`src/rtl/fp_lshift_normalizer.sv`:
```
// Two-stage post-add normalizer: count leading zeros, then left-shift the mantissa and
// decrement the exponent, clamping to a denormal when the exponent runs out.
module fp_lshift_normalizer #(
  parameter int unsigned MANT_W = 32,
  parameter int unsigned EXP_W  = 8
) (
  input  logic              clk,
  input  logic              rst_n,
  input  logic              in_valid,
  output logic              in_ready,
  input  logic [MANT_W-1:0] in_mant,
  input  logic [EXP_W-1:0]  in_exp,
  output logic              out_valid,
  input  logic              out_ready,
  output logic [MANT_W-1:0] out_mant,
  output logic [EXP_W-1:0]  out_exp,
  output logic              out_zero,
  output logic              out_denorm,
  output logic [5:0]        out_shamt
);

  logic              s1_valid;
  logic [MANT_W-1:0] s1_mant;
  logic [EXP_W-1:0]  s1_exp;
  logic [5:0]        s1_lzc;
  logic              s1_zero;
  logic              s2_valid;

  logic              s1_adv;
  logic              s2_adv;
  logic [5:0]        lzc;
  logic              found;

  logic [EXP_W:0]    exp_ext;
  logic [EXP_W:0]    lzc_ext;
  logic [5:0]        shamt_d;
  logic [MANT_W-1:0] mant_d;
  logic [EXP_W-1:0]  exp_d;
  logic              zero_d;
  logic              denorm_d;

  assign s2_adv    = !s2_valid || out_ready;
  assign s1_adv    = !s1_valid || s2_adv;
  assign in_ready  = s1_adv;
  assign out_valid = s2_valid;

  always_comb begin
    lzc   = 6'(MANT_W);
    found = 1'b0;
    for (int i = MANT_W - 1; i >= 0; i--) begin
      if (!found && in_mant[i]) begin
        lzc   = 6'(MANT_W - 1 - i);
        found = 1'b1;
      end
    end
  end

  // One extra exponent bit keeps the compare/subtract from wrapping.
  always_comb begin
    exp_ext  = {1'b0, s1_exp};
    lzc_ext  = (EXP_W + 1)'(s1_lzc);
    shamt_d  = '0;
    exp_d    = '0;
    zero_d   = 1'b0;
    denorm_d = 1'b0;
    if (s1_zero) begin
      zero_d = 1'b1;
    end else if (lzc_ext <= exp_ext) begin
      shamt_d = s1_lzc;
      exp_d   = EXP_W'(exp_ext - lzc_ext);
    end else begin
      shamt_d  = 6'(s1_exp);
      denorm_d = 1'b1;
    end
    mant_d = s1_mant << shamt_d;
  end

  always_ff @(posedge clk or negedge rst_n) begin
    if (!rst_n) begin
      s1_valid <= 1'b0;
      s1_mant  <= '0;
      s1_exp   <= '0;
      s1_lzc   <= '0;
      s1_zero  <= 1'b0;
    end else if (s1_adv) begin
      s1_valid <= in_valid;
      if (in_valid) begin
        s1_mant <= in_mant;
        s1_exp  <= in_exp;
        s1_lzc  <= lzc;
        s1_zero <= (in_mant == '0);
      end
    end
  end

  always_ff @(posedge clk or negedge rst_n) begin
    if (!rst_n) begin
      s2_valid   <= 1'b0;
      out_mant   <= '0;
      out_exp    <= '0;
      out_zero   <= 1'b0;
      out_denorm <= 1'b0;
      out_shamt  <= '0;
    end else if (s2_adv) begin
      s2_valid <= s1_valid;
      if (s1_valid) begin
        out_mant   <= mant_d;
        out_exp    <= exp_d;
        out_zero   <= zero_d;
        out_denorm <= denorm_d;
        out_shamt  <= shamt_d;
      end
    end
  end

endmodule

```
`config.mk`:
```
export PLATFORM = sky130hd
export DESIGN_NAME = fp_lshift_normalizer
export DESIGN_NICKNAME = d
export VERILOG_FILES = /design/src/rtl/fp_lshift_normalizer.sv
export SDC_FILE = /design/constraint.sdc
export NUM_CORES = 1
export LEC_CHECK = 0
export CAP_MARGIN = 20
export CORE_ASPECT_RATIO = 1.25
export CORE_MARGIN = 3
export CORE_UTILIZATION = 40
export DETAILED_ROUTE_END_ITERATION = 10
export PLACE_DENSITY_LB_ADDON = 0.25
export SETUP_SLACK_MARGIN = 0.02
export SYNTH_ARGS = -nofsm -noshare
export SYNTH_HDL_FRONTEND = slang
export SYNTH_SLANG_ARGS = --single-unit
```
`constraint.sdc`:
```
create_clock -name clk -period 5 [get_ports clk]
set_clock_uncertainty 0.2 [all_clocks]
set_input_delay 0.75 -clock clk [delete_from_list [all_inputs] [get_ports clk]]
set_output_delay 0.75 -clock clk [all_outputs]
set_load 0.005 [all_outputs]
```
# Yosys cells after proc, flatten, opt, wreduce, memory -nomap -nowiden
# Cells that the tools add are included.
[word_totals]
register_bits = 97
latchBits = 0
ramBits = 0
mem_bits_ro = 0
input_bits = 44
elab_cells = 153
memories = 0
[op_classes]
add_sub_neg = 1
n_mul = 0
n_div = 0
n_lt_le_gt_ge = 1
n_eq_ne = 0
shifts = 1
mux = 70
bitwise = 0
reduce_logical = 69
[op_table]
columns = ["cell", "n"]
rows = [
  ["$mux 6", 34],
  ["$mux 1", 34],
  ["$logic_not 1->1", 33],
  ["$logic_not 32->1", 1],
  ["$shl 32x6->32", 1],
  ["$logic_and 1x1->1", 31],
  ["$mux 8", 2],
  ["$le 6x8->1", 1],
  ["$sub 8x6->8", 1],
  ["$reduce_and 2->1", 2],
  ["$logic_or 1x1->1", 2],
]

# Longest topological paths before layout
# Gate-level depths: netlist of run 1.
[logic_depth]
ltp_word = 94
depth_mapped = 16
ltp_nobuf = 12

# Worst setup path before layout of run 1
# OpenSTA, ideal clock, no wires.
[synth_timing]
path_kind = "register to register"
from = "register s1_exp[0]"
to = "register out_mant[22]"
t_arrival_ns = 3.370
required_time_ns = 4.674
path_slack_ns = 1.304
path_stages_with_launch = 13
period_less_slack_ns = 3.696
path_cell_list = "dfrtp_1 > inv_1 > ha_1 > inv_1 > fa_1 > a21oi_1 > o22ai_2 > or4_1 > nand2_2 > mux4_2 > and3_1 > a311o_1 > a221o_1"
[synth_via]
elab_chain_cells = 4
[synth_rtl]
columns = ["item", "line", "source"]
rows = [
  ["from (decl)", "24", "logic [EXP_W-1:0] s1_exp;"],
  ["from (signal assigned)", "89", "s1_exp <= in_exp;"],
  ["$le 6x8->1", "68", "end else if (lzc_ext <= exp_ext) begin"],
  ["$mux 6 *", "68", ""],
  ["$mux 6 *", "66", "if (s1_zero) begin"],
  ["$shl 32x6->32 *", "75", "mant_d = s1_mant << shamt_d;"],
  ["to (signal assigned)", "107", "out_mant <= mant_d;"],
  ["to (decl)", "15", "output logic [MANT_W-1:0] out_mant,"],
]
# Every way passes the cells marked *; elsewhere a longest branch is shown, timed or not.
# A chain may end at the register's enable or synchronous reset.

# Final worst setup path of run 1
[layout_timing]
from = "register s1_lzc[4]"
to = "register out_mant[25]"
[layout_via]
elab_chain_cells = 4
[layout_rtl]
columns = ["item", "line", "source"]
rows = [
  ["from (decl)", "25", "logic [5:0] s1_lzc;"],
  ["from (signal assigned)", "90", "s1_lzc <= lzc;"],
  ["$le 6x8->1", "68", ""],
  ["$mux 6 *", "68", ""],
  ["$mux 6 *", "66", ""],
  ["$shl 32x6->32 *", "75", ""],
]
# Marks and branches as above.

==> results of run 1 <==
through the flow:
stage	util	hold slack, ps	worst slack, ps	instances	instance area [um2]
2_1_floorplan	-	245	1300	835	6740
3_3_place_gp	0.483	252	759	1118	7890
3_5_place_dp	0.483	267	723	1118	7890
4_1_cts	0.501	286	694	1134	8170
5_1_grt	0.501	306	392	1134	8170
6_report	0.501	262	643	1134	8170
registers in the layout, summed over array words and instances, names as in the netlist, 6 cells and up:
signal	count
out_shamt	6
out_mant	32
s1_lzc	6
out_exp	8
s1_exp	8
s1_mant	32
where the power goes:
group	internal, mW	switching (mW)
Combinational	0.726	0.862
Clock	0.357	0.320
Sequential	0.972	0.161
cells in the final DEF (no fill, tap or decap), drive strengths merged, types with 4 or more instances in the layout:
| cell | instances |
|---|---|
| o21ai | 49 |
| and2 | 7 |
| a22o | 9 |
| a221o | 7 |
| a2bb2oi | 4 |
| a2111oi | 6 |
| nor4 | 12 |
| a21o | 4 |
| nand2b | 7 |
| a22oi | 10 |
| buf | 27 |
| a21boi | 7 |
| o221ai | 4 |
| or3 | 5 |
| a311oi | 18 |
| dfrtp | 97 |
| nand2 | 200 |
| a32oi | 4 |
| a21oi | 52 |
| mux2 | 9 |
| nor3 | 33 |
| o211ai | 9 |
| clkbuf | 10 |
| nor2b | 7 |
| ha | 6 |
| a31oi | 6 |
| nor2 | 61 |
| nand3 | 23 |
| o22ai | 6 |
| inv | 22 |
| xnor2 | 5 |
| mux2i | 24 |
| a211oi | 8 |
| and3 | 9 |
| a32o | 4 |
| clkdlybuf4s50 | 92 |
| a221oi | 4 |
cell usage after synthesis (all sizes together), types with 5 or more instances:
master	count	area, um2
nor2b	7	43.8
a21oi	52	264
a311oi	18	170
or3	5	31.3
o21ai	49	268
buf	28	160
mux2i	24	240
a22oi	10	75.1
nor4	12	93.8
a31oi	6	37.5
and2	7	43.8
and3	9	56.3
dfrtp	97	2430
nor2	61	231
a211oi	8	60.1
a221o	7	70.1
o211ai	9	67.6
a22o	9	78.8
mux2	9	101
nand3	23	133
clkbuf	24	90.1
nor3	33	170
inv	19	71.3
a2111oi	6	52.6
a21boi	7	52.6
ha	6	75.1
o22ai	6	43.8
nand2b	7	43.8
xnor2	5	43.8
nand2	200	753
cells by family (layout without fill, tap and decap cells):
group	Yosys count	count (layout)	synth area share
compound gates	245	245	0.261
xor+xnor	6	6	0.00780
fa+ha+maj	7	7	0.0141
buf+inv	71	154	0.0477
flops	97	97	0.360
mux	36	36	0.0607
simple gates	373	373	0.248
how the worst min path moves through the flow:
| stage | slack (ps) | cells after the start | end | from |
|---|---|---|---|---|
| final | 260 | 1 | out_mant[31]$_DFFE_PN0P_ | rst_n |
| after global placement | 250 | 2 | out_exp[1]$_DFFE_PN0P_ | out_exp[1]$_DFFE_PN0P_ |
| after floorplan | 250 | 0 | out_denorm$_DFFE_PN0P_ | rst_n |
| after CTS | 290 | 2 | out_shamt[4]$_DFFE_PN0P_ | out_shamt[4]$_DFFE_PN0P_ |
| after detailed placement | 270 | 2 | out_shamt[4]$_DFFE_PN0P_ | out_shamt[4]$_DFFE_PN0P_ |
| after global routing | 310 | 2 | out_shamt[3]$_DFFE_PN0P_ | out_shamt[3]$_DFFE_PN0P_ |
routing by layer:
metal / GRT usage / vias to the layer above / part of all wire
li1: - / 3229 / -
met1: 0.334 / 3200 / 0.43
met2: 0.379 / 303 / 0.46
met3: 0.0303 / 69 / 0.061
met4: 0.115 / 0 / 0.042
met5: 0 / - / 0
critical path, cell delays in order (launching register included):
cell,delay (ps)
dfrtp_1,460
inv_1,90
ha_1,380
nand3_4,140
o22ai_2,740
o21ai_4,340
a311oi_2,540
mux2i_1,170
a222oi_1,560
nor2_1,70
or4_1,530
final cells by class:
class	count	area, um2	area share
inverter	19	71.3	0.00872
clock buffer	10	239	0.0292
timing repair buffer	119	1120	0.137
tap	216	270	0.0331
sequential	97	2430	0.297
clock inverter	6	48.8	0.00597
multi-input combinational	667	3990	0.489
==> flow_summary.yaml, run 1 <==
outcome:
  status: "finished clean"
setup_path:
  worst-endpoint-required_ps: 5020
  crit_start: "s1_lzc[4]$_DFFE_PN0P_"
  endpoint_kind: "flip-flop"
  timing.rr.end: "out_mant[25]$_DFFE_PN0P_"
  critical_path_class: "flip-flop to flip-flop"
  worstSetupEndpoint: "out_mant[25]$_DFFE_PN0P_"
  start_kind: "flip-flop"
  r2r_slack_ps: 640
  cp_data_arrival_time_ps: 4380
  r2r-start: "s1_lzc[4]$_DFFE_PN0P_"
  rr_worst_depth: 10
  path_max_fanout: 25
drt:
  drtAntennaViolNets: 0
  drc: 0
  wl_um: 22000
  wl_per_cell_um: 19.4
  drtIter0Drc: 816
  routed-via-count: 6801
  dr.pass1.iters: 5
  vias_per_cell: 6.00
sta:
  slew-limit-headroom: 0.353
  setup_viol_count_final: 0
  fin_setup_tns_ps: 0
  worst_slew_pin_slew_ps: 969
  rsz0062_at_grt: "no"
  fmax_mhz: 230
  hold_viol_final: 0
  period_minus_slack_ps: 4360
  slew_viol_final: 0
  finalCritPeriodShare: 0.871
place:
  numPortBuffers: 93
  gp_congestion: 0.993
  place_hpwl_um: 16900
cts:
  cts_tree: "done"
  cts_root_buf: "clkbuf_16"
  ctsHtreeMaxLevel: 3
  cts_buffers: 9
  clock_path_buffers: 2
  insertion_delay_ps: 360
  post_cts_buffers: 0
  holdBufCountCts: 0
  cts_resized: 0
  clkTransAtPathRegs_ps: 70
  cts_sinks: 97
pwr:
  max-vdd-ir-drop_uv: 179
  power_density_nw_per_um2: 416
  power_mw: 3.40
  leakagePower_nw: 3.45
synth:
  yosysWarnings: 0
  synth.net_count: 886
  synthCells: 835
  ys_types: 80
  async_reset_ff_frac: 1.00
  synth_edf_count: 0
  syn_area_um2: 6740
  synth_seq_cells: 97
  syn_area_per_cell_um2: 8.07
  synthFlopType: "dfrtp_1"
  synth-seq-area-share: 0.360
global_routing:
  grtUsageTotal: 0.243
  grt_max_degree: 60
  antenna_found_initial: 0
  grt_pass1_wl_um: 35200
  overflow: 0
  grt_pass1_vias: 6448
floorplan:
  rows: 52
  start_util: 0.413
  die_area_um2: 18400
  core_area_um2: 16300
  ios: 94
  die_w_um: 122
  die_h_um: 151
finish:
  n_antenna_cell: 0
  drive_gt1_frac: 0.0828
  finalNetCount: 964
  fillers: 1581
  area_growth_pct: 21.3
run:
  maxCapViolations: 0
min_path:
  hp-class: "input port to asynchronous set/reset pin"
No activity file was read; power rests on OpenSTA's default activity.
==> inputs of run 2 (changes only) <==
--- a/config.mk
+++ b/config.mk
@@ -10,8 +10,9 @@
 export CORE_MARGIN = 3
 export CORE_UTILIZATION = 40
 export DETAILED_ROUTE_END_ITERATION = 10
-export PLACE_DENSITY_LB_ADDON = 0.25
+export PLACE_DENSITY = 0.69
 export SETUP_SLACK_MARGIN = 0.02
 export SYNTH_ARGS = -nofsm -noshare
 export SYNTH_HDL_FRONTEND = slang
 export SYNTH_SLANG_ARGS = --single-unit
+export TNS_END_PERCENT = 20
==> run 2 against run 1 <==
Global-route usage is 0.96 points lower. Utilization increased by 0.18 points. Final cell count about the same. Largest power group unchanged.
==> flow_summary.yaml, run 2 (synthesis gave the netlist of run 1 again) <==
outcome:
  status: "finished clean"
run:
  maxCapViolations: 0
setup_path:
  path_max_fanout: 17
  endpoint_kind: "flip-flop"
  timing.rr.end: "out_mant[15]$_DFFE_PN0P_"
  crit_cells: 13
  critPathBufInv: 3
  r2r-start: "s1_exp[0]$_DFFE_PN0P_"
  worst-endpoint-required_ps: 5090
  crit_path_max_incr_delay_ps: 620
  crit_start: "s1_exp[0]$_DFFE_PN0P_"
  cp_common_cell: "inv_1"
  critPathTopFamily: "compound AO/OA/AOI/OAI gates"
  start_kind: "flip-flop"
  rr_worst_depth: 13
  slowest_stage: "a222oi_1"
  worstSetupEndpoint: "out_mant[15]$_DFFE_PN0P_"
  crit_chain: "inv_1 > ha_1 > inv_1 > fa_1 > a21oi_1 > o22ai_2 > or4_1 > nand2_2 > buf_4 > mux2_2 > a222oi_1 > and2_1 > a221o_1"
  cp_data_arrival_time_ps: 4350
  critical_path_class: "flip-flop to flip-flop"
  r2r_slack_ps: 740
cts:
  clkTransAtPathRegs_ps: 60
  cts_resized: 0
  ctsHtreeMaxLevel: 3
  holdBufCountCts: 0
  post_cts_buffers: 0
  cts_sinks: 97
  cts_tree: "done"
  cts_root_buf: "clkbuf_16"
  insertion_delay_ps: 350
  clock_path_buffers: 2
  cts_buffers: 9
sta:
  finalCritPeriodShare: 0.853
  holdWs_ps: 200
  fmax_mhz: 234
  slew-limit-headroom: 0.468
  period_minus_slack_ps: 4260
  rsz0062_at_grt: "no"
  setup_viol_count_final: 0
  fin_setup_tns_ps: 0
  hold_viol_final: 0
  slew_viol_final: 0
  worst_slew_pin_slew_ps: 796
  layout_setup_ws_ps: 736
drt:
  wl_um: 21200
  vias_per_cell: 5.91
  drtIter0Drc: 757
  dr.pass1.iters: 5
  routed-via-count: 6696
  drtAntennaViolNets: 0
  drc: 0
  wl_per_cell_um: 18.7
finish:
  layout_common_cells: "198 x nand2_1, 97 x dfrtp_1, 92 x clkdlybuf4s50_1, 60 x nor2_1, 51 x a21oi_1"
  largestRegisters: "out_mant: 32 flops, s1_mant: 32 flops"
  n_antenna_cell: 0
  design_area_um2: 8200
  utilization: 0.502
  area_growth_pct: 21.7
  final_common_cell: "nand2_1"
  drive_gt1_frac: 0.0796
  fillers: 1607
  finalNetCount: 965
global_routing:
  grt_pass1_wl_um: 34000
  grtUsageTotal: 0.233
  antenna_found_initial: 0
  grt_pass1_vias: 6285
  overflow: 0
  grt_max_degree: 54
pwr:
  p_seq_frac: 0.330
  comb_power_share: 0.462
  max-vdd-ir-drop_uv: 222
  intPower_mw: 2.14
  switching_power_mw: 1.29
  clock_power_share: 0.208
  p_sw_frac: 0.377
  leakagePower_nw: 3.46
  power_density_nw_per_um2: 418
floorplan:
  start_util: 0.413
  die_w_um: 122
  ios: 94
  die_area_um2: 18400
  rows: 52
  die_h_um: 151
  core_area_um2: 16300
place:
  place_hpwl_um: 16200
  gp_congestion: 0.935
  dpl_worst_slack_ps: 817
  numPortBuffers: 93
  dpl_cell_area_um2: 7900
min_path:
  hp-class: "input port to asynchronous set/reset pin"
==> run 2: cell types whose count changed in the layout (fill, tap and decap cells not counted), sizes merged <==
cell / delta
inv: -3
buf: +1
clkinv: -1
bufinv: +2
==> run 2: worst min path at each step <==
stage,from,to,slack [ps]
2_1_floorplan,rst_n,out_denorm$_DFFE_PN0P_,250
6_report,rst_n,s1_exp[1]$_DFFE_PN0P_,200
3_5_place_dp,out_exp[1]$_DFFE_PN0P_,out_exp[1]$_DFFE_PN0P_,260
5_1_grt,rst_n,s1_exp[2]$_DFFE_PN0P_,250
3_3_place_gp,out_exp[1]$_DFFE_PN0P_,out_exp[1]$_DFFE_PN0P_,250
4_1_cts,rst_n,s1_exp[1]$_DFFE_PN0P_,230
==> run 2: per-stage QoR <==
step / instances / total power [mW]
global placement: 1119 / 2.70
global route: 1133 / 3.65
detailed placement: 1119 / 2.71
finish: 1133 / 3.43
floorplan: 835 / 2.02
CTS: 1133 / 3.43
==> run 2: power groups by stage <==
| stage | combinational (mW) | clock, mW | sequential (mW) |
|---|---|---|---|
| 2_1_floorplan | 0.909 | 0 | 1.11 |
| 3_3_place_gp | 1.56 | 0 | 1.14 |
| 3_5_place_dp | 1.56 | 0 | 1.14 |
| 4_1_cts | 1.57 | 0.729 | 1.13 |
| 5_1_grt | 1.72 | 0.766 | 1.16 |
| 6_report | 1.58 | 0.713 | 1.13 |
==> run 2: area by class of cell <==
type / instances / area (um2) / share of cell area
clock buffer: 10 / 229 / 0.0279
sequential: 97 / 2430 / 0.296
inverter: 19 / 71.3 / 0.00869
clock inverter: 4 / 70.1 / 0.00854
tap: 216 / 270 / 0.0329
multi-input combinational: 667 / 3990 / 0.487
timing repair buffer: 120 / 1140 / 0.139
==> run 2: per-layer routing <==
metal / share of wire / track usage
met1: 0.44 / 0.325
met2: 0.45 / 0.361
met3: 0.067 / 0.0355
met4: 0.039 / 0.0975
met5: 0 / 0
==> inputs of run 3 (changes only) <==
--- a/config.mk
+++ b/config.mk
@@ -10,7 +10,7 @@
 export CORE_MARGIN = 3
 export CORE_UTILIZATION = 40
 export DETAILED_ROUTE_END_ITERATION = 10
-export PLACE_DENSITY = 0.69
+export PLACE_DENSITY_LB_ADDON = 0.15
 export SETUP_SLACK_MARGIN = 0.02
 export SYNTH_ARGS = -nofsm -noshare
 export SYNTH_HDL_FRONTEND = slang
==> run 3 against run 2 <==
Sequential power about the same. Clock power up 11%. Critical path type unchanged. Combinational power about the same. Final area up 0.11%. Worst hold slack better by 36 ps. Critical endpoint is now out_mant[16]$_DFFE_PN0P_.
==> flow_summary.yaml, run 3 (synthesis gave the netlist of run 1 again) <==
sta:
  setup_viol_count_final: 0
  fin_setup_tns_ps: 0
  fmax_mhz: 230
  period_minus_slack_ps: 4340
  worst_slew_pin_slew_ps: 911
  slew_viol_final: 0
  finalCritPeriodShare: 0.868
  slew-limit-headroom: 0.391
  hold_viol_final: 0
  rsz0062_at_grt: "no"
setup_path:
  rr_worst_depth: 13
  cp_data_arrival_time_ps: 4330
  path_max_fanout: 32
  endpoint_kind: "flip-flop"
  timing.rr.end: "out_mant[16]$_DFFE_PN0P_"
  worst-endpoint-required_ps: 4990
  r2r-start: "s1_exp[0]$_DFFE_PN0P_"
  critical_path_class: "flip-flop to flip-flop"
  r2r_slack_ps: 660
  start_kind: "flip-flop"
cts:
  ctsHtreeMaxLevel: 3
  cts_sinks: 97
  clock_path_buffers: 2
  cts_resized: 0
  holdBufCountCts: 0
  insertion_delay_ps: 350
  cts_tree: "done"
  clkTransAtPathRegs_ps: 70
  post_cts_buffers: 0
  cts_buffers: 9
  cts_root_buf: "clkbuf_16"
finish:
  multi_input_area_um2: 3990
  design_area_um2: 8210
  largestRegisters: "out_mant: 32 flops, s1_mant: 32 flops"
  drive_gt1_frac: 0.0797
  fillers: 1600
  seq_area_um2: 2430
  layout_common_cells: "198 x nand2_1, 97 x dfrtp_1, 92 x clkdlybuf4s50_1, 59 x nor2_1, 51 x a21oi_1"
  finalNetCount: 963
  n_antenna_cell: 0
  area_growth_pct: 21.9
  final_common_cell: "nand2_1"
global_routing:
  grt_max_degree: 59
  overflow: 0
  grt_pass1_vias: 6355
  grtUsageTotal: 0.240
  antenna_found_initial: 0
  grt_pass1_wl_um: 35000
floorplan:
  die_w_um: 122
  core_area_um2: 16300
  rows: 52
  die_area_um2: 18400
  start_util: 0.413
  ios: 94
  die_h_um: 151
place:
  gp_congestion: 0.972
  dpl_cell_area_um2: 7880
  place_hpwl_um: 16700
  numPortBuffers: 93
drt:
  drc: 0
  vias_per_cell: 5.93
  wl_per_cell_um: 19.4
  dr.pass1.iters: 7
  routed-via-count: 6708
  drtIter0Drc: 735
  drtAntennaViolNets: 0
  wl_um: 22000
pwr:
  power_density_nw_per_um2: 427
  power_mw: 3.51
  max-vdd-ir-drop_uv: 188
  leakagePower_nw: 3.46
min_path:
  hp-class: "input port to asynchronous set/reset pin"
run:
  maxCapViolations: 0
outcome:
  status: "finished clean"
==> run 3: cell count changes in the layout (fill, tap and decap cells not counted), sizes merged <==
cell / change
clkinv: -1
buf: -2
bufinv: +1
inv: +1
==> run 3: metal layers <==
layer	vias to the layer above	wire length (um)	global-route usage
met5	-	0	0
met2	252	10100	0.388
met3	46	1160	0.0232
li1	3230	-	-
met1	3180	10100	0.335
met4	0	646	0.0863
==> run 3: how the worst max path moves through the flow <==
stage / end / startpoint / slack, ps
3_3_place_gp: out_mant[15]$_DFFE_PN0P_ / s1_exp[0]$_DFFE_PN0P_ / 790
4_1_cts: out_mant[16]$_DFFE_PN0P_ / s1_exp[0]$_DFFE_PN0P_ / 710
6_report: out_mant[16]$_DFFE_PN0P_ / s1_exp[0]$_DFFE_PN0P_ / 660
5_1_grt: out_mant[15]$_DFFE_PN0P_ / s1_exp[0]$_DFFE_PN0P_ / 360
3_5_place_dp: out_mant[16]$_DFFE_PN0P_ / s1_exp[0]$_DFFE_PN0P_ / 740
2_1_floorplan: out_mant[22]$_DFFE_PN0P_ / s1_exp[0]$_DFFE_PN0P_ / 1300
==> run 3: critical path, cell delays in order, from the launching register on <==
cell	delay, ps
dfrtp_1	360
inv_1	120
ha_1	180
inv_1	50
fa_1	410
a21oi_1	230
o22ai_2	190
buf_4	250
o21ai_4	570
nand2_1	130
buf_4	280
mux2_2	360
a221oi_1	630
a311oi_1	200
==> run 3: through the flow <==
step                      std cells   util  setup slack (ps)  hold slack, ps
after floorplan                 835      -              1300             245
after global placement         1117  0.482               786             257
after detailed placement       1117  0.482               739             263
after CTS                      1132  0.503               712             271
after global routing           1132  0.503               355             296
final                          1132  0.503               661             236
==> run 3: where the power goes <==
| group | switching, mW | leakage (nW) | total (mW) | internal (mW) |
|---|---|---|---|---|
| Combinational | 0.858 | 2.08 | 1.58 | 0.725 |
| Sequential | 0.163 | 1.22 | 1.14 | 0.973 |
| Clock | 0.301 | 0.163 | 0.788 | 0.487 |
| Total | 1.32 | 3.46 | 3.51 | 2.18 |
==> run 3: cell type report <==
class                   count  share of cell area
multi-input cells         667               0.486
flip-flops and latches     97               0.296
repair buffers            118               0.136
well taps                 216              0.0329
clock buffers              10              0.0279
clock inverters             5              0.0126
inverters                  19             0.00869
